<file path="src/rtl/peri_timer_slave_pkg.sv">
// peri_timer_slave_pkg
// Shared constants for the memory-mapped timer peripheral:
//   - the bus slot defines for the timer, alongside the other peripheral slots
//   - register word offsets (addr[7:2]) and CTRL bit positions
//   - the packed CTRL register layout
`ifndef BASE_ADDR_TIMER
`define BASE_ADDR_TIMER 32'h4003_0000
`endif
`ifndef TIMER
`define TIMER 3
`endif

package peri_timer_slave_pkg;

  // Register word offsets as seen on addr[7:2] (byte offset = value * 4).
  localparam logic [5:0] TMR_CTRL  = 6'h00;  // 0x00
  localparam logic [5:0] TMR_PRESC = 6'h01;  // 0x04
  localparam logic [5:0] TMR_COUNT = 6'h02;  // 0x08
  localparam logic [5:0] TMR_CMP   = 6'h03;  // 0x0C
  localparam logic [5:0] TMR_STAT  = 6'h04;  // 0x10
  localparam logic [5:0] TMR_ID    = 6'h05;  // 0x14

  // CTRL bit positions.
  localparam int CTRL_EN          = 0;
  localparam int CTRL_IRQ_EN      = 1;
  localparam int CTRL_AUTO_RELOAD = 2;

  // Packed so that {29'b0, ctrl} is the CTRL read value directly.
  typedef struct packed {
    logic auto_reload;
    logic irq_en;
    logic en;
  } ctrl_t;

  // An all-zero strobe means a full-word write.
  function automatic logic [3:0] eff_strb(input logic [3:0] strb);
    return (strb == 4'b0000) ? 4'b1111 : strb;
  endfunction

endpackage

</file>
<file path="src/rtl/peri_timer_slave_if.sv">
// peri_timer_slave_if
// One-stage peripheral bus between the bus master and a single responder slot.
//   wren / rden      : single-cycle request strobes
//   addr_32b         : byte address
//   din_32b / wstrb  : write data and byte-lane enables
//   dout_32b_valid   : one-cycle response pulse, one cycle after the strobe
//   dout_32b         : read data, meaningful while dout_32b_valid is high
interface peri_timer_slave_if;
  logic        wren;
  logic        rden;
  logic [31:0] addr_32b;
  logic [31:0] din_32b;
  logic [3:0]  wstrb;
  logic        dout_32b_valid;
  logic [31:0] dout_32b;

  modport master (
    output wren, rden, addr_32b, din_32b, wstrb,
    input  dout_32b_valid, dout_32b
  );

  modport slave (
    input  wren, rden, addr_32b, din_32b, wstrb,
    output dout_32b_valid, dout_32b
  );
endinterface

</file>
<file path="src/rtl/peri_timer_slave_prescaler.sv">
// timer_prescaler
// Divides the clock by (presc_i + 1) while enabled.
//   clk_i, rst_n_i : clock, asynchronous active-low reset
//   en_i           : enable; when low the prescale count is held at 0
//   presc_i        : divide value, tick every presc_i+1 enabled cycles
//   tick_o         : combinational, high in the cycle the count equals presc_i
module timer_prescaler #(
  parameter int PRESC_W = 16
) (
  input  logic               clk_i,
  input  logic               rst_n_i,
  input  logic               en_i,
  input  logic [PRESC_W-1:0] presc_i,
  output logic               tick_o
);

  logic [PRESC_W-1:0] pre_cnt_q, pre_cnt_d;

  // Equality only: if presc_i is lowered below the running count, the count
  // runs on to its natural wrap before ticking again.
  assign tick_o = en_i && (pre_cnt_q == presc_i);

  always_comb begin
    pre_cnt_d = pre_cnt_q;
    if (!en_i) begin
      pre_cnt_d = '0;
    end else if (tick_o) begin
      pre_cnt_d = '0;
    end else begin
      pre_cnt_d = pre_cnt_q + PRESC_W'(1);
    end
  end

  always_ff @(posedge clk_i or negedge rst_n_i) begin
    if (!rst_n_i) begin
      pre_cnt_q <= '0;
    end else begin
      pre_cnt_q <= pre_cnt_d;
    end
  end

endmodule

</file>
<file path="src/rtl/peri_timer_slave.sv">
// peri_timer_slave
// Memory-mapped timer on the peripheral bus: prescaled 32-bit up-counter,
// compare match flag (write-1-to-clear) and a level interrupt.
//   clk_i, rst_n_i : clock, asynchronous active-low reset
//   bus            : peripheral bus, slave side (strobes in, valid/data out)
//   irq_o          : registered MATCH & IRQ_EN
module peri_timer_slave
  import peri_timer_slave_pkg::*;
#(
  parameter logic [31:0] ID_VALUE = 32'h544D_0001,
  parameter int          PRESC_W  = 16
) (
  input  logic                 clk_i,
  input  logic                 rst_n_i,
  peri_timer_slave_if.slave    bus,
  output logic                 irq_o
);

  ctrl_t              ctrl_q, ctrl_d;
  logic [PRESC_W-1:0] presc_q, presc_d;
  logic [31:0]        count_q, count_d;
  logic [31:0]        cmp_q, cmp_d;
  logic               match_q, match_d;
  logic               irq_q;
  logic               valid_q;
  logic [31:0]        dout_q;

  logic               tick;
  logic [5:0]         reg_idx;
  logic [3:0]         strb;
  logic [31:0]        wmask;
  logic [31:0]        rdata;
  logic               unused_addr_bits;

  assign reg_idx          = bus.addr_32b[7:2];
  assign strb             = eff_strb(bus.wstrb);
  // Upper address bits are matched by the bus; byte offset is word aligned.
  assign unused_addr_bits = ^{bus.addr_32b[31:8], bus.addr_32b[1:0]};

  genvar gi;
  generate
    for (gi = 0; gi < 4; gi++) begin : g_lane_mask
      assign wmask[gi*8 +: 8] = {8{strb[gi]}};
    end
  endgenerate

  timer_prescaler #(
    .PRESC_W (PRESC_W)
  ) u_prescaler (
    .clk_i   (clk_i),
    .rst_n_i (rst_n_i),
    .en_i    (ctrl_q.en),
    .presc_i (presc_q),
    .tick_o  (tick)
  );

  // Read mux works on current register state, so a read sees values from
  // before any write landing in the same cycle.
  always_comb begin
    rdata = '0;
    case (reg_idx)
      TMR_CTRL:  rdata = {29'b0, ctrl_q};
      TMR_PRESC: rdata = 32'(presc_q);
      TMR_COUNT: rdata = count_q;
      TMR_CMP:   rdata = cmp_q;
      TMR_STAT:  rdata = {31'b0, match_q};
      TMR_ID:    rdata = ID_VALUE;
      default:   rdata = '0;
    endcase
  end

  // Ordering sets the precedence of simultaneous events:
  //   W1C before the tick so a match set in the same cycle survives;
  //   register writes after the tick so software COUNT/CTRL writes win.
  always_comb begin
    ctrl_d  = ctrl_q;
    presc_d = presc_q;
    count_d = count_q;
    cmp_d   = cmp_q;
    match_d = match_q;

    if (bus.wren && (reg_idx == TMR_STAT) && strb[0] && bus.din_32b[0]) begin
      match_d = 1'b0;
    end

    if (tick) begin
      if (count_q == cmp_q) begin
        match_d = 1'b1;
        if (ctrl_q.auto_reload) begin
          count_d = '0;
        end else begin
          ctrl_d.en = 1'b0;  // one-shot: stop and hold COUNT
        end
      end else begin
        count_d = count_q + 32'd1;
      end
    end

    if (bus.wren) begin
      case (reg_idx)
        TMR_CTRL: begin
          if (strb[0]) begin
            ctrl_d.en          = bus.din_32b[CTRL_EN];
            ctrl_d.irq_en      = bus.din_32b[CTRL_IRQ_EN];
            ctrl_d.auto_reload = bus.din_32b[CTRL_AUTO_RELOAD];
          end
        end
        TMR_PRESC: begin
          for (int i = 0; i < PRESC_W; i++) begin
            if (wmask[i]) presc_d[i] = bus.din_32b[i];
          end
        end
        TMR_COUNT: count_d = (count_d & ~wmask) | (bus.din_32b & wmask);
        TMR_CMP:   cmp_d   = (cmp_q & ~wmask) | (bus.din_32b & wmask);
        default: ;
      endcase
    end
  end

  always_ff @(posedge clk_i or negedge rst_n_i) begin
    if (!rst_n_i) begin
      ctrl_q  <= '0;
      presc_q <= '0;
      count_q <= '0;
      cmp_q   <= '0;
      match_q <= 1'b0;
      irq_q   <= 1'b0;
      valid_q <= 1'b0;
      dout_q  <= '0;
    end else begin
      ctrl_q  <= ctrl_d;
      presc_q <= presc_d;
      count_q <= count_d;
      cmp_q   <= cmp_d;
      match_q <= match_d;
      irq_q   <= match_q & ctrl_q.irq_en;
      valid_q <= bus.wren | bus.rden;
      // Data holds between responses; writes (including write+read) return 0.
      if (bus.wren | bus.rden) begin
        dout_q <= bus.wren ? 32'd0 : rdata;
      end
    end
  end

  assign bus.dout_32b_valid = valid_q;
  assign bus.dout_32b       = dout_q;
  assign irq_o              = irq_q;

endmodule

</file>
<file path="src/flat_wrapper.sv">
// flat-port wrapper written by rule: the top's interface ports become plain ports
module peri_timer_slave_flat import peri_timer_slave_pkg::*;
#(
  parameter logic [31:0] ID_VALUE = 32'h544D_0001,
  parameter int          PRESC_W  = 16
)
  (clk_i, rst_n_i, irq_o, bus_wren, bus_rden, bus_addr_32b, bus_din_32b, bus_wstrb, bus_dout_32b_valid, bus_dout_32b);
  peri_timer_slave_if bus_i ();
  input  logic clk_i;
  input  logic rst_n_i;
  output logic irq_o;
  input wire logic [$bits(bus_i.wren)-1:0] bus_wren;
  input wire logic [$bits(bus_i.rden)-1:0] bus_rden;
  input wire logic [$bits(bus_i.addr_32b)-1:0] bus_addr_32b;
  input wire logic [$bits(bus_i.din_32b)-1:0] bus_din_32b;
  input wire logic [$bits(bus_i.wstrb)-1:0] bus_wstrb;
  output wire logic [$bits(bus_i.dout_32b_valid)-1:0] bus_dout_32b_valid;
  output wire logic [$bits(bus_i.dout_32b)-1:0] bus_dout_32b;
  assign bus_i.wren = bus_wren;
  assign bus_i.rden = bus_rden;
  assign bus_i.addr_32b = bus_addr_32b;
  assign bus_i.din_32b = bus_din_32b;
  assign bus_i.wstrb = bus_wstrb;
  assign bus_dout_32b_valid = bus_i.dout_32b_valid;
  assign bus_dout_32b = bus_i.dout_32b;
  peri_timer_slave #(.ID_VALUE(ID_VALUE), .PRESC_W(PRESC_W)) u_core (.clk_i(clk_i), .rst_n_i(rst_n_i), .bus(bus_i), .irq_o(irq_o));
endmodule
</file>
<file path="config.mk">
export PLATFORM = sky130hd
export DESIGN_NAME = peri_timer_slave_flat
export DESIGN_NICKNAME = d
export VERILOG_FILES = /design/src/rtl/peri_timer_slave_pkg.sv /design/src/rtl/peri_timer_slave_if.sv /design/src/rtl/peri_timer_slave_prescaler.sv /design/src/rtl/peri_timer_slave.sv /design/src/flat_wrapper.sv
export SDC_FILE = /design/constraint.sdc
export NUM_CORES = 1
export LEC_CHECK = 0
export ABC_AREA = 1
export BUFFER_PORTS_ARGS = -buffer_cell sky130_fd_sc_hd__buf_4
export CORE_MARGIN = 2
export CORE_UTILIZATION = 50
export DETAILED_ROUTE_END_ITERATION = 12
export PLACE_DENSITY = 0.7
export SLEW_MARGIN = 20
export SYNTH_ARGS = -nofsm -noshare
export SYNTH_HDL_FRONTEND = slang
export SYNTH_HIERARCHICAL = 1
export SYNTH_SLANG_ARGS = --single-unit
</file>
<file path="constraint.sdc">
create_clock -name clk_i -period 5.5 [get_ports clk_i]
set_clock_uncertainty 0.05 [all_clocks]
set_input_delay 0.275 -clock clk_i [delete_from_list [all_inputs] [get_ports clk_i]]
set_output_delay 0.275 -clock clk_i [all_outputs]
set_load 0.005 [all_outputs]
</file>
== Yosys cells after proc, flatten, opt, wreduce, memory -nomap -nowiden ==
Index checks and enable logic that the tools add are counted.
Word-level totals
  register bits: 134
  latch bits: 0
  RAM bits: 0
  ROM bits: 0
  output and inout bits: 34
  memories kept: 0
Cells by class
  add/sub/neg operators: 2
  multipliers: 0
  divide/modulo/power cells: 0
  order comparisons: 0
  equality and inequality tests: 7
  shifts and indexed selects: 0
  muxes and demuxes: 19
  bitwise gates (word level): 8
  reduce and logical (&&, ||, !) cells: 10
Operators with widths (number)
  2-to-1 mux 32 bit: 6
  one-hot mux 32 bit (6 select lines): 1
  bitwise AND 32 bit: 3
  OR 32 bit: 2
  adder 32 x 1 -> 32 bit (second input constant): 1
  equality test 32 bit: 1
  2-to-1 mux 16 bit: 2
  NOT 32 bit: 1
  adder 16 x 1 -> 16 bit (second input constant): 1
  equality test 16 bit: 1
  equality test 6 x 2 -> 1 bit (second input constant): 2
  equality test 6 x 3 -> 1 bit (second input constant): 2
  2-to-1 mux 1 bit: 9
  AND reduction 3 bit: 3
  equality test 6 x 1 -> 1 bit (second input constant): 1
  logical NOT 6 bit: 1
  logical AND 1 bit: 4
  logical NOT 4 bit: 1
  2-to-1 mux 4 bit: 1
  AND reduction 2 bit: 1
  bitwise AND 1 bit: 1
  OR 1 bit: 1

== Depth between registers and ports, before layout ==
Gate-level depths: netlist (run 1).
  word-level depth: 7
  gate-level depth with buffers: 14
  gate-level depth less buffers: 13

== By module ==
The synthesis (run 1) kept the hierarchy.
By module, submodules not included
  peri_timer_slave: times used 1, cells an instance 1002, area each 7383.3 sq um
  timer_prescaler: times used 1, cells an instance 255, area each 1441.4 sq um

== Least setup slack after synthesis (run 1) ==
No wires, ideal clock.
  path kind: flip-flop to flip-flop
  start point: register u_core.u_prescaler.pre_cnt_q[5]
  end point: register u_core.count_q[10]
  setup time: 0.122 ns
  data arrival time: 1.725 ns
  data required time: 5.328 ns
  setup slack: 3.603 ns
  stages on the path, launching flop included: 13
  path buffers: 2
  period minus slack after synthesis: 1.897 ns
  path through: dfrtp_1 nand2_1 nand2_1 nor2_1 nand4_1 nor2_1 nand2_1 nor2_1 clkbuf_1 inv_1 clkbuf_1 a21oi_1 a21oi_2
Between the ends
  longest elaborated chain between the ends: 7
Ends and longest elaborated chain
  from (decl): RTL line peri_timer_slave_prescaler.sv:17  | logic [PRESC_W-1:0] pre_cnt_q, pre_cnt_d;
  from (signal assigned): RTL line peri_timer_slave_prescaler.sv:38  | pre_cnt_q <= pre_cnt_d;
  equality test 16 bit (*): RTL line peri_timer_slave_prescaler.sv:21  | assign tick_o = en_i && (pre_cnt_q == presc_i);
  logical AND 1 bit (*): RTL line peri_timer_slave_prescaler.sv:21
  via u_core.tick: RTL line peri_timer_slave.sv:28  | logic tick;
  2-to-1 mux 32 bit (*): RTL line peri_timer_slave.sv:86  | if (tick) begin
  bitwise AND 32 bit: RTL line peri_timer_slave.sv:113  | TMR_COUNT: count_d = (count_d & ~wmask) | (bus.din_32b & wmask);
  OR 32 bit: RTL line peri_timer_slave.sv:113
  2-to-1 mux 32 bit: RTL line peri_timer_slave.sv:100  | case (reg_idx)
  2-to-1 mux 32 bit (*): RTL line peri_timer_slave.sv:99  | if (bus.wren) begin
  via u_core.count_d[10]: RTL line peri_timer_slave.sv:21  | logic [31:0] count_q, count_d;
  to (signal assigned): RTL line peri_timer_slave.sv:133  | count_q <= count_d;
  to (decl): RTL line peri_timer_slave.sv:21
The timed path passes the listed nets; every way through them passes the cells marked *.
A chain may end at the register's enable or synchronous reset.

== Worst setup path after layout (run 1) ==
  start point: register u_core.presc_q[4]
  end point: register u_core.count_q[1]
Between the ends
  longest elaborated chain between the ends: 7
Ends and longest elaborated chain
  from (decl): RTL line peri_timer_slave.sv:20  | logic [PRESC_W-1:0] presc_q, presc_d;
  from (signal assigned): RTL line peri_timer_slave.sv:132  | presc_q <= presc_d;
  equality test 16 bit (*): RTL line peri_timer_slave_prescaler.sv:21
  logical AND 1 bit (*): RTL line peri_timer_slave_prescaler.sv:21
  via u_core.tick: RTL line peri_timer_slave.sv:28
  2-to-1 mux 32 bit (*): RTL line peri_timer_slave.sv:86
  bitwise AND 32 bit: RTL line peri_timer_slave.sv:113
  OR 32 bit: RTL line peri_timer_slave.sv:113
  2-to-1 mux 32 bit: RTL line peri_timer_slave.sv:100
  2-to-1 mux 32 bit (*): RTL line peri_timer_slave.sv:99
  via u_core.count_d[1]: RTL line peri_timer_slave.sv:21
Marked as above.

==> results of run 1 <==
synth_stat cells, drive strengths merged:
cell    count  area [µm²]
nand3      71         360
nor3       13        70.1
o31ai       1        7.51
xor2       28         245
ha          2        25.0
mux2       12         135
inv       174         653
o22ai      37         231
dfrtp     134        3350
o21ai      44         228
buf        28         199
xnor2      22         193
nand3b      2        15.0
a22oi       9        67.6
o211ai      1        7.51
nor2      186         802
a221oi     15         131
or2         2        12.5
and3        1        6.26
clkbuf     19        75.1
nand2     366        1400
clkinv      1        3.75
a22o        1        8.76
a21oi      73         474
nand4      15         124
what timing repair did:
action,in CTS,in global routing
gates resized for setup,0,0
hold buffers,1,0
endpoints found under the hold margin,69,0
routing by layer:
layer / vias to the layer above / GRT usage, % / wire, µm
li1: 4107 / - / -
met1: 3986 / 38.0 / 11300
met2: 270 / 46.0 / 11800
met3: 36 / 5.33 / 1600
met4: 0 / 8.71 / 574
met5: - / 0 / 0
logic make-up after synthesis:
| group | after synthesis |
|---|---|
| xor+xnor | 50 |
| simple gates | 656 |
| buf+inv | 222 |
| flops | 134 |
| fa+ha+maj | 2 |
| compound gates | 181 |
| mux | 12 |
metrics by stage:
step	hold WS (ns)	setup slack, ns	cell area [µm²]	power (mW)	utilization (%)
2_1_floorplan	-0.0706	3.60	8820	2.28	-
3_3_place_gp	0.273	2.78	9470	2.54	54.7
3_5_place_dp	0.274	2.73	9470	2.56	54.7
4_1_cts	0.0299	2.69	10200	3.99	59.0
5_1_grt	0.0433	2.43	10200	4.24	59.0
6_report	0.0416	2.62	10200	3.99	59.0
how the worst min path moves through the flow:
stage                         start                                         to  slack [ns]  cells past startpoint
floorplan                   rst_n_i                 asynchronous set/reset pin       -0.07                      0
CTS                 bus_din_32b[18]                                       flop        0.03                      2
global route        bus_din_32b[18]                                       flop        0.04                      2
detailed placement          rst_n_i  u_core/u_prescaler/pre_cnt_q[2]$_DFF_PN0_        0.27                      1
finish              bus_din_32b[26]                                       flop        0.04                      2
global placement            rst_n_i  u_core/u_prescaler/pre_cnt_q[2]$_DFF_PN0_        0.27                      1
power by group through the flow:
stage                     clock network, mW  logic, mW  registers, mW
after CTS                              1.42       1.16           1.40
after detailed placement                  0       1.15           1.42
after floorplan                           0      0.989           1.29
after global placement                    0       1.13           1.41
final                                  1.40       1.17           1.41
after global routing                   1.46       1.33           1.44
cell type report:
type / instances / area [µm²]
fillers: 1647 / 7090
multi-input cells: 901 / 4540
flip-flops and latches: 134 / 3350
inverters: 175 / 657
repair buffers: 85 / 644
clock buffers: 19 / 453
well taps: 225 / 282
clock inverters: 12 / 272
critical path, cell delays in order (launching register included):
cell     delay (ns)
dfrtp_1        0.51
inv_1          0.07
nand2_1        0.06
nand2_1        0.07
inv_1          0.09
nand4_1        0.09
nor2_1         0.10
nand2_1        0.07
nor2_2         0.09
buf_4          0.37
inv_1          0.59
a21oi_1        0.34
nand2_1        0.08
nor2_1         0.11
nor2_1         0.05
==> reports/results.txt, run 1 <==
clk slew on worst S/H paths = 0.06 ns
Critical Path Start = u_core/presc_q[4]$_DFFE_PN0P_
antenna violations before repair = 0
Post-Synthesis Cells = 1257
YS warnings = 6
Synth Area in Compound Gates = 13.1%
setup slack, reg-to-reg = 2.62 ns
Gate power share = 29.4%
final wirelength = 25.2 mm
Leak Pwr = 5.01 nW
#FFs+latches synth = 134
register area share after synthesis = 38.0%
# DRC = 0
drt wl/cell = 16.3 µm
starting density of the core = 51.0%
commonest non-fill, non-tap cells in the layout = 359 x nand2_1, 169 x nor2_1, 166 x inv_1
Ports = 106
Worst EP arrival = 3.14 ns
minimum clock period = 2.88 ns
Clk pwr share = 35.1%
drt first-iter violations = 695
timing-limited maximum frequency = 348 MHz
Cell Int Power = 2.57 mW
CP endpoint = u_core/count_q[1]$_DFF_PN0_
Max-cap violations = 0
Hold Vio Cnt, Final = 0
setup violators final = 0
FF-to-FF Start = u_core/presc_q[4]$_DFFE_PN0P_
Area Overhead vs Synth = 15.6%
router iterations before antenna repair = 8
cell area power density = 391 nW/µm²
vias in the first global route = 8008
Switching Fraction = 35.6%
Final Cycle Share = 52.3%
dpl cells = 1519
R2R Path End = u_core/count_q[1]$_DFF_PN0_
Netlist Area Pre-Place = 8820 µm²
CTS sink cnt = 134
DRT antenna net count = 0
Synth Area in XOR/XNOR = 4.96%
Total GRT Usage = 28.2%
Mapped Avg Cell Area = 7.02 µm²
Inserted Clock Buffers = 17
setup bufs post-CTS = 0
RSZ-0062 raised after global routing = false
Peak VDD IR = 0.262 mV
CP Capture Type = flop
adder-cell share of the synthesized area = 0.284%
final net count = 1388
Core ar. = 17300 µm²
Clock Path Buffers = 2
TritonCTS clock tree = done
nature of the critical path startpoint = flop
Ant. Diodes = 0
Unique masters post-synth = 42
final std cells w/o fill = 1551
commonest non-fill, non-tap cell in the layout = nand2_1
r2r worst-path depth = 14
Row Count = 48
Skew-Pair Late Insertion Delay = 0.42 ns
RePlAce Congestion = 0.923
crit path max fanout = 35
vias per cell = 5.42
Congestion Overflow GR = 0
die area = 18700 µm²
sw power = 1.42 mW
sequential power share = 35.4%
Slew HR = 26.0%
hold crit path type = input pin to flop
Die Span Y = 137 µm
via count = 8399
measured slew at the worst slew-check pin = 1.11 ns
I/O Buffers = 79
status = completed
Die X = 137 µm
Max Slew Vio Count = 0
H-tree level count = 4
largest family of logic cells by synthesized area = simple AND/OR/NAND/NOR gates
layout cells sized above 1 = 14.7%
Post-Synth Simple-Gate Area = 31.6%
CTS root buf = clkbuf_16
Crit path required time = 5.76 ns
final setup TNS = 0 ns
first-pass GRT wire length = 40.9 mm
mux cell area share after synthesis = 1.53%
Mapped Nets = 1331
type of the worst setup path = flop to flop
pin count of the biggest net entering global routing = 71
Detailed Place HPWL = 18.3 mm
No activity file was read; power rests on OpenSTA's default activity.
==> run 2: changes to the inputs <==
PLACE_DENSITY = 0.73   (was 0.7)
clock period = 2.5 ns   (was 5.5 ns; I/O delays follow)
==> run 2 against run 1 <==
Net effect:
- first-iteration DRC count increased by 1.3%
- clock-buffer cell count unchanged
- flip-flop and latch count unchanged
- register-to-register slack got worse by 2.4 ns
- critical endpoint unchanged
==> reports/results.txt, run 2 (synthesis results as in run 1) <==
Congestion Overflow GR = 0
hold crit path type = input pin to flop
Leak Pwr = 5.14 nW
Ant. Diodes = 0
CTS root buf = clkbuf_16
RePlAce Congestion = 0.961
Final Cycle Share = 90.0%
RSZ-0062 raised after global routing = false
final wirelength = 25.9 mm
I/O Buffers = 79
Inserted Clock Buffers = 17
# DRC = 0
Core ar. = 17300 µm²
layout cells sized above 1 = 15.4%
final setup TNS = 0 ns
Die Span Y = 137 µm
TritonCTS clock tree = done
die area = 18700 µm²
nature of the critical path startpoint = flop
Clock Path Buffers = 2
pin count of the biggest net entering global routing = 73
DRT antenna net count = 0
drt first-iter violations = 704
router iterations before antenna repair = 6
Area Overhead vs Synth = 19.0%
Max Slew Vio Count = 0
Max-cap violations = 0
Skew-Pair Late Insertion Delay = 0.43 ns
setup violators final = 0
antenna violations before repair = 0
starting density of the core = 51.0%
Die X = 137 µm
via count = 8624
type of the worst setup path = flop to flop
first-pass GRT wire length = 41.8 mm
crit path max fanout = 32
WHS = 0.0723 ns
Core Util, Final = 60.7%
H-tree level count = 4
timing-limited maximum frequency = 445 MHz
Worst EP arrival = 2.52 ns
Row Count = 48
Ports = 106
CP Capture Type = flop
commonest non-fill, non-tap cell in the layout = nand2_1
vias in the first global route = 8187
post-CTS sizing = 0
worst-path cell chain = inv_1 -> nand2_1 -> nand2_1 -> nor2_1 -> nand4_1 -> nor2_1 -> nand2_1 -> nor2_2 -> inv_1 -> buf_4 -> a21oi_1 -> nand2_1 -> nor2_1 -> nor2_1
CP peak stage delay = 0.47 ns
measured slew at the worst slew-check pin = 0.840 ns
drt wl/cell = 16.2 µm
minimum clock period = 2.25 ns
filler cell count = 1623
Hold Vio Cnt, Final = 0
crit path max-delay cell type = dfrtp_1
hold depth = 4
clk slew on worst S/H paths = 0.06 ns
final net count = 1440
Total GRT Usage = 28.8%
Crit path required time = 2.77 ns
Detailed Place HPWL = 19.2 mm
cell area power density = 768 nW/µm²
Slew HR = 44.0%
status = completed
CTS sink cnt = 134
Peak VDD IR = 0.605 mV
setup bufs post-CTS = 0
commonest non-fill, non-tap cells in the layout = 359 x nand2_1, 169 x nor2_1, 166 x inv_1
vias per cell = 5.38
r2r worst-path depth = 14
==> run 2: cell types whose count changed in the layout (fill, tap and decap cells not counted) <==
cell / delta
clkinvlp_4: +6
dlygate4sd3_1: +33
clkbuf_1: +2
bufinv_16: -8
buf_4: +18
clkinv_4: +2
buf_12: +1
inv_6: +1
clkbuf_8: -2
==> run 2: power by group <==
part | internal (mW) | leakage, nW | total [mW] | switching, mW
clock network | 1.27 | 0.242 | 2.28 | 1.01
registers | 2.51 | 1.74 | 3.06 | 0.553
logic | 1.09 | 3.15 | 2.72 | 1.63
==> run 2: final timing paths <==
path                                                            from  slack, ns                                         to
max                        u_core/u_prescaler/pre_cnt_q[5]$_DFF_PN0_       0.25                u_core/count_q[1]$_DFF_PN0_
max reg2reg                u_core/u_prescaler/pre_cnt_q[5]$_DFF_PN0_       0.25                u_core/count_q[1]$_DFF_PN0_
min in group asynchronous                                    rst_n_i       0.23  u_core/u_prescaler/pre_cnt_q[2]$_DFF_PN0_
max in group asynchronous                                    rst_n_i       1.42                 asynchronous set/reset pin
min reg2reg                             u_core/ctrl_q[1]$_DFFE_PN0P_       0.45                     u_core/irq_o$_DFF_PN0_
min                                                         bus_wren       0.07                   u_core/match_q$_DFF_PN0_
==> run 2: timing repair <==
item,in CTS,in global routing
setup endpoints to repair,0,0
hold endpoints to repair,148,0
hold buffers,34,0
==> run 2: final cells by class <==
type | instances | area [µm²] | area share, %
repair buffers | 137 | 1130 | 10.8
multi-input cells | 901 | 4540 | 43.3
flip-flops and latches | 134 | 3350 | 31.9
clock inverters | 13 | 103 | 0.977
inverters | 175 | 657 | 6.26
clock buffers | 19 | 433 | 4.12
well taps | 225 | 282 | 2.68
==> run 2: layer usage <==
layer,track usage (%),routed length [µm],vias to the layer above
met1,37.6,11000,4058
met2,47.0,12300,301
met3,5.81,1830,52
met5,0,0,-
met4,11.7,792,0
li1,-,-,4213
==> run 2: critical path, delay by kind of cell, from the launching register on <==
kind,cells,cell delay (ns)
AND/OR/NAND/NOR,10,1.04
flip-flops,1,0.47
AO/OA/AOI/OAI,1,0.17
buffers and inverters,3,0.41
==> run 2: through the flow <==
stage / total power [mW] / std cells / setup WS, ns / cell area (µm²)
after global routing: 8.60 / 1604 / 0.0563 / 10500
after floorplan: 5.01 / 1257 / 0.603 / 8820
after detailed placement: 5.71 / 1538 / 0.311 / 9620
final: 8.06 / 1604 / 0.251 / 10500
after CTS: 8.05 / 1604 / 0.303 / 10500
after global placement: 5.65 / 1538 / 0.367 / 9620
==> run 3: changes to the inputs <==
HOLD_SLACK_MARGIN = 0.15   (was unset)
==> run 3 against run 2 <==
Net effect:
- sequential power hardly changed
- sequential share of layout area is 0.25 points lower
- utilization is 0.48 points higher
- clock-buffer cell count stayed put
- hold slack better by 0.083 ns
- global-route usage is 0.28 points higher
- cell area is 0.79% higher
- total power is 0.20% higher
==> reports/results.txt, run 3 (synthesis results as in run 1) <==
status = completed
setup violators final = 0
starting density of the core = 51.0%
# DRC = 0
H-tree level count = 4
Row Count = 48
final std cells w/o fill = 1613
Peak VDD IR = 0.605 mV
most frequent CP cell = dlygate4sd3_1
Top delay family on crit path = buffers and inverters
minimum clock period = 2.37 ns
final setup TNS = 0 ns
commonest non-fill, non-tap cell in the layout = nand2_1
CTS root buf = clkbuf_16
I/O Buffers = 79
r2r worst-path depth = 14
vias in the first global route = 8200
Clock Path Buffers = 2
WHS = 0.155 ns
Max-cap violations = 0
DRT antenna net count = 0
drt first-iter violations = 791
Total GRT Usage = 29.1%
cell area power density = 764 nW/µm²
layout cells sized above 1 = 15.6%
hold depth = 4
RePlAce Congestion = 0.961
Inserted Clock Buffers = 17
RSZ-0062 raised after global routing = false
final net count = 1449
Crit path required time = 2.75 ns
via count = 8687
CP peak stage delay = 0.60 ns
pin count of the biggest net entering global routing = 73
R2R Path End = u_core/count_q[1]$_DFF_PN0_
hold crit path type = input pin to flop
crit path max-delay cell type = dlygate4sd3_1
final wirelength = 26.2 mm
Slew HR = 44.1%
measured slew at the worst slew-check pin = 0.838 ns
first-pass GRT wire length = 42.3 mm
Hold Crit Start = bus_wstrb[3]
Worst EP arrival = 2.62 ns
CTS sink cnt = 134
crit path max fanout = 7
antenna violations before repair = 0
FF-to-FF Start = u_core/u_prescaler/pre_cnt_q[5]$_DFF_PN0_
dpl cells = 1538
Final Cycle Share = 94.9%
Max Slew Vio Count = 0
commonest non-fill, non-tap cells in the layout = 359 x nand2_1, 169 x nor2_1, 166 x inv_1
Leak Pwr = 5.17 nW
TritonCTS clock tree = done
Ports = 106
clk slew on worst S/H paths = 0.06 ns
Area Overhead vs Synth = 19.9%
router iterations before antenna repair = 5
Die X = 137 µm
CP Capture Type = flop
CP bufs+invs = 4
Core ar. = 17300 µm²
timing-limited maximum frequency = 421 MHz
drt wl/cell = 16.2 µm
nature of the critical path startpoint = input pin
Ant. Diodes = 0
worst-path cell chain = dlygate4sd3_1 -> buf_4 -> nor2_4 -> dlygate4sd3_1 -> nand3_1 -> dlygate4sd3_1 -> o31ai_1 -> o21ai_0
Die Span Y = 137 µm
setup slack, reg-to-reg = 0.25 ns
Detailed Place HPWL = 19.2 mm
total power draw = 8.08 mW
Skew-Pair Late Insertion Delay = 0.43 ns
vias per cell = 5.39
Hold Vio Cnt, Final = 0
post-CTS sizing = 0
Congestion Overflow GR = 0
die area = 18700 µm²
type of the worst setup path = input pin to flop
[run 3: changes by cell type in the layout (fill, tap and decap cells not counted), sizes merged]
cell / before / now
buf: 103 / 106
dlygate4sd3: 34 / 40
[run 3: final cells by class]
| type | count | area (µm²) |
|---|---|---|
| clock buffers | 19 | 433 |
| clock inverters | 13 | 103 |
| fillers | 1611 | 6710 |
| inverters | 175 | 657 |
| multi-input cells | 901 | 4540 |
| flip-flops and latches | 134 | 3350 |
| well taps | 225 | 282 |
| repair buffers | 146 | 1210 |
[run 3: power breakdown]
part,internal (mW),switching (mW),total [mW]
logic,1.10,1.63,2.73
clock network,1.27,1.01,2.28
registers,2.51,0.560,3.07
total,4.88,3.20,8.08
[run 3: repair_timing]
action,4_1_cts,5_1_grt
hold endpoints to repair,153,0
endpoints found under the setup margin,0,2
hold buffers,40,0
buffers inserted,0,3
[run 3: worst reg2reg max path: stages, from the launching register on]
cell,delay (ns)
dfrtp_1,0.46
inv_1,0.07
nand2_1,0.10
nand2_1,0.06
nor2_1,0.09
nand4_1,0.09
nor2_1,0.12
nand2_1,0.07
nor2_2,0.27
inv_1,0.08
buf_4,0.26
a21oi_1,0.19
nand2_1,0.08
nor2_1,0.11
nor2_1,0.04
[run 3: per-stage QoR]
step	worst slack [ns]	instance area, µm²	utilization (%)
after global placement	0.367	9620	55.6
final	0.126	10600	61.2
after floorplan	0.603	8820	-
after detailed placement	0.311	9620	55.6
after CTS	0.135	10600	61.1
after global routing	0.0156	10600	61.2
[run 3: how the worst max path moves through the flow]
stage / endpoint / slack, ns / startpoint / cells past startpoint
floorplan: u_core/count_q[10]$_DFF_PN0_ / 0.60 / u_core/u_prescaler/pre_cnt_q[5]$_DFF_PN0_ / 12
global placement: u_core/count_q[1]$_DFF_PN0_ / 0.37 / u_core/u_prescaler/pre_cnt_q[5]$_DFF_PN0_ / 14
detailed placement: u_core/count_q[1]$_DFF_PN0_ / 0.31 / u_core/u_prescaler/pre_cnt_q[5]$_DFF_PN0_ / 14
CTS: u_core/match_q$_DFF_PN0_ / 0.14 / bus_addr_32b[6] / 8
global route: u_core/match_q$_DFF_PN0_ / 0.02 / bus_addr_32b[6] / 8
finish: u_core/match_q$_DFF_PN0_ / 0.13 / bus_addr_32b[6] / 8
[run 3: layer usage]
layer / vias up / track usage, % / routed length, µm
li1: 4235 / - / -
met1: 4057 / 38.5 / 11200
met2: 331 / 48.1 / 12500
met3: 64 / 5.00 / 1760
met4: 0 / 10.7 / 752
met5: - / 0 / 0
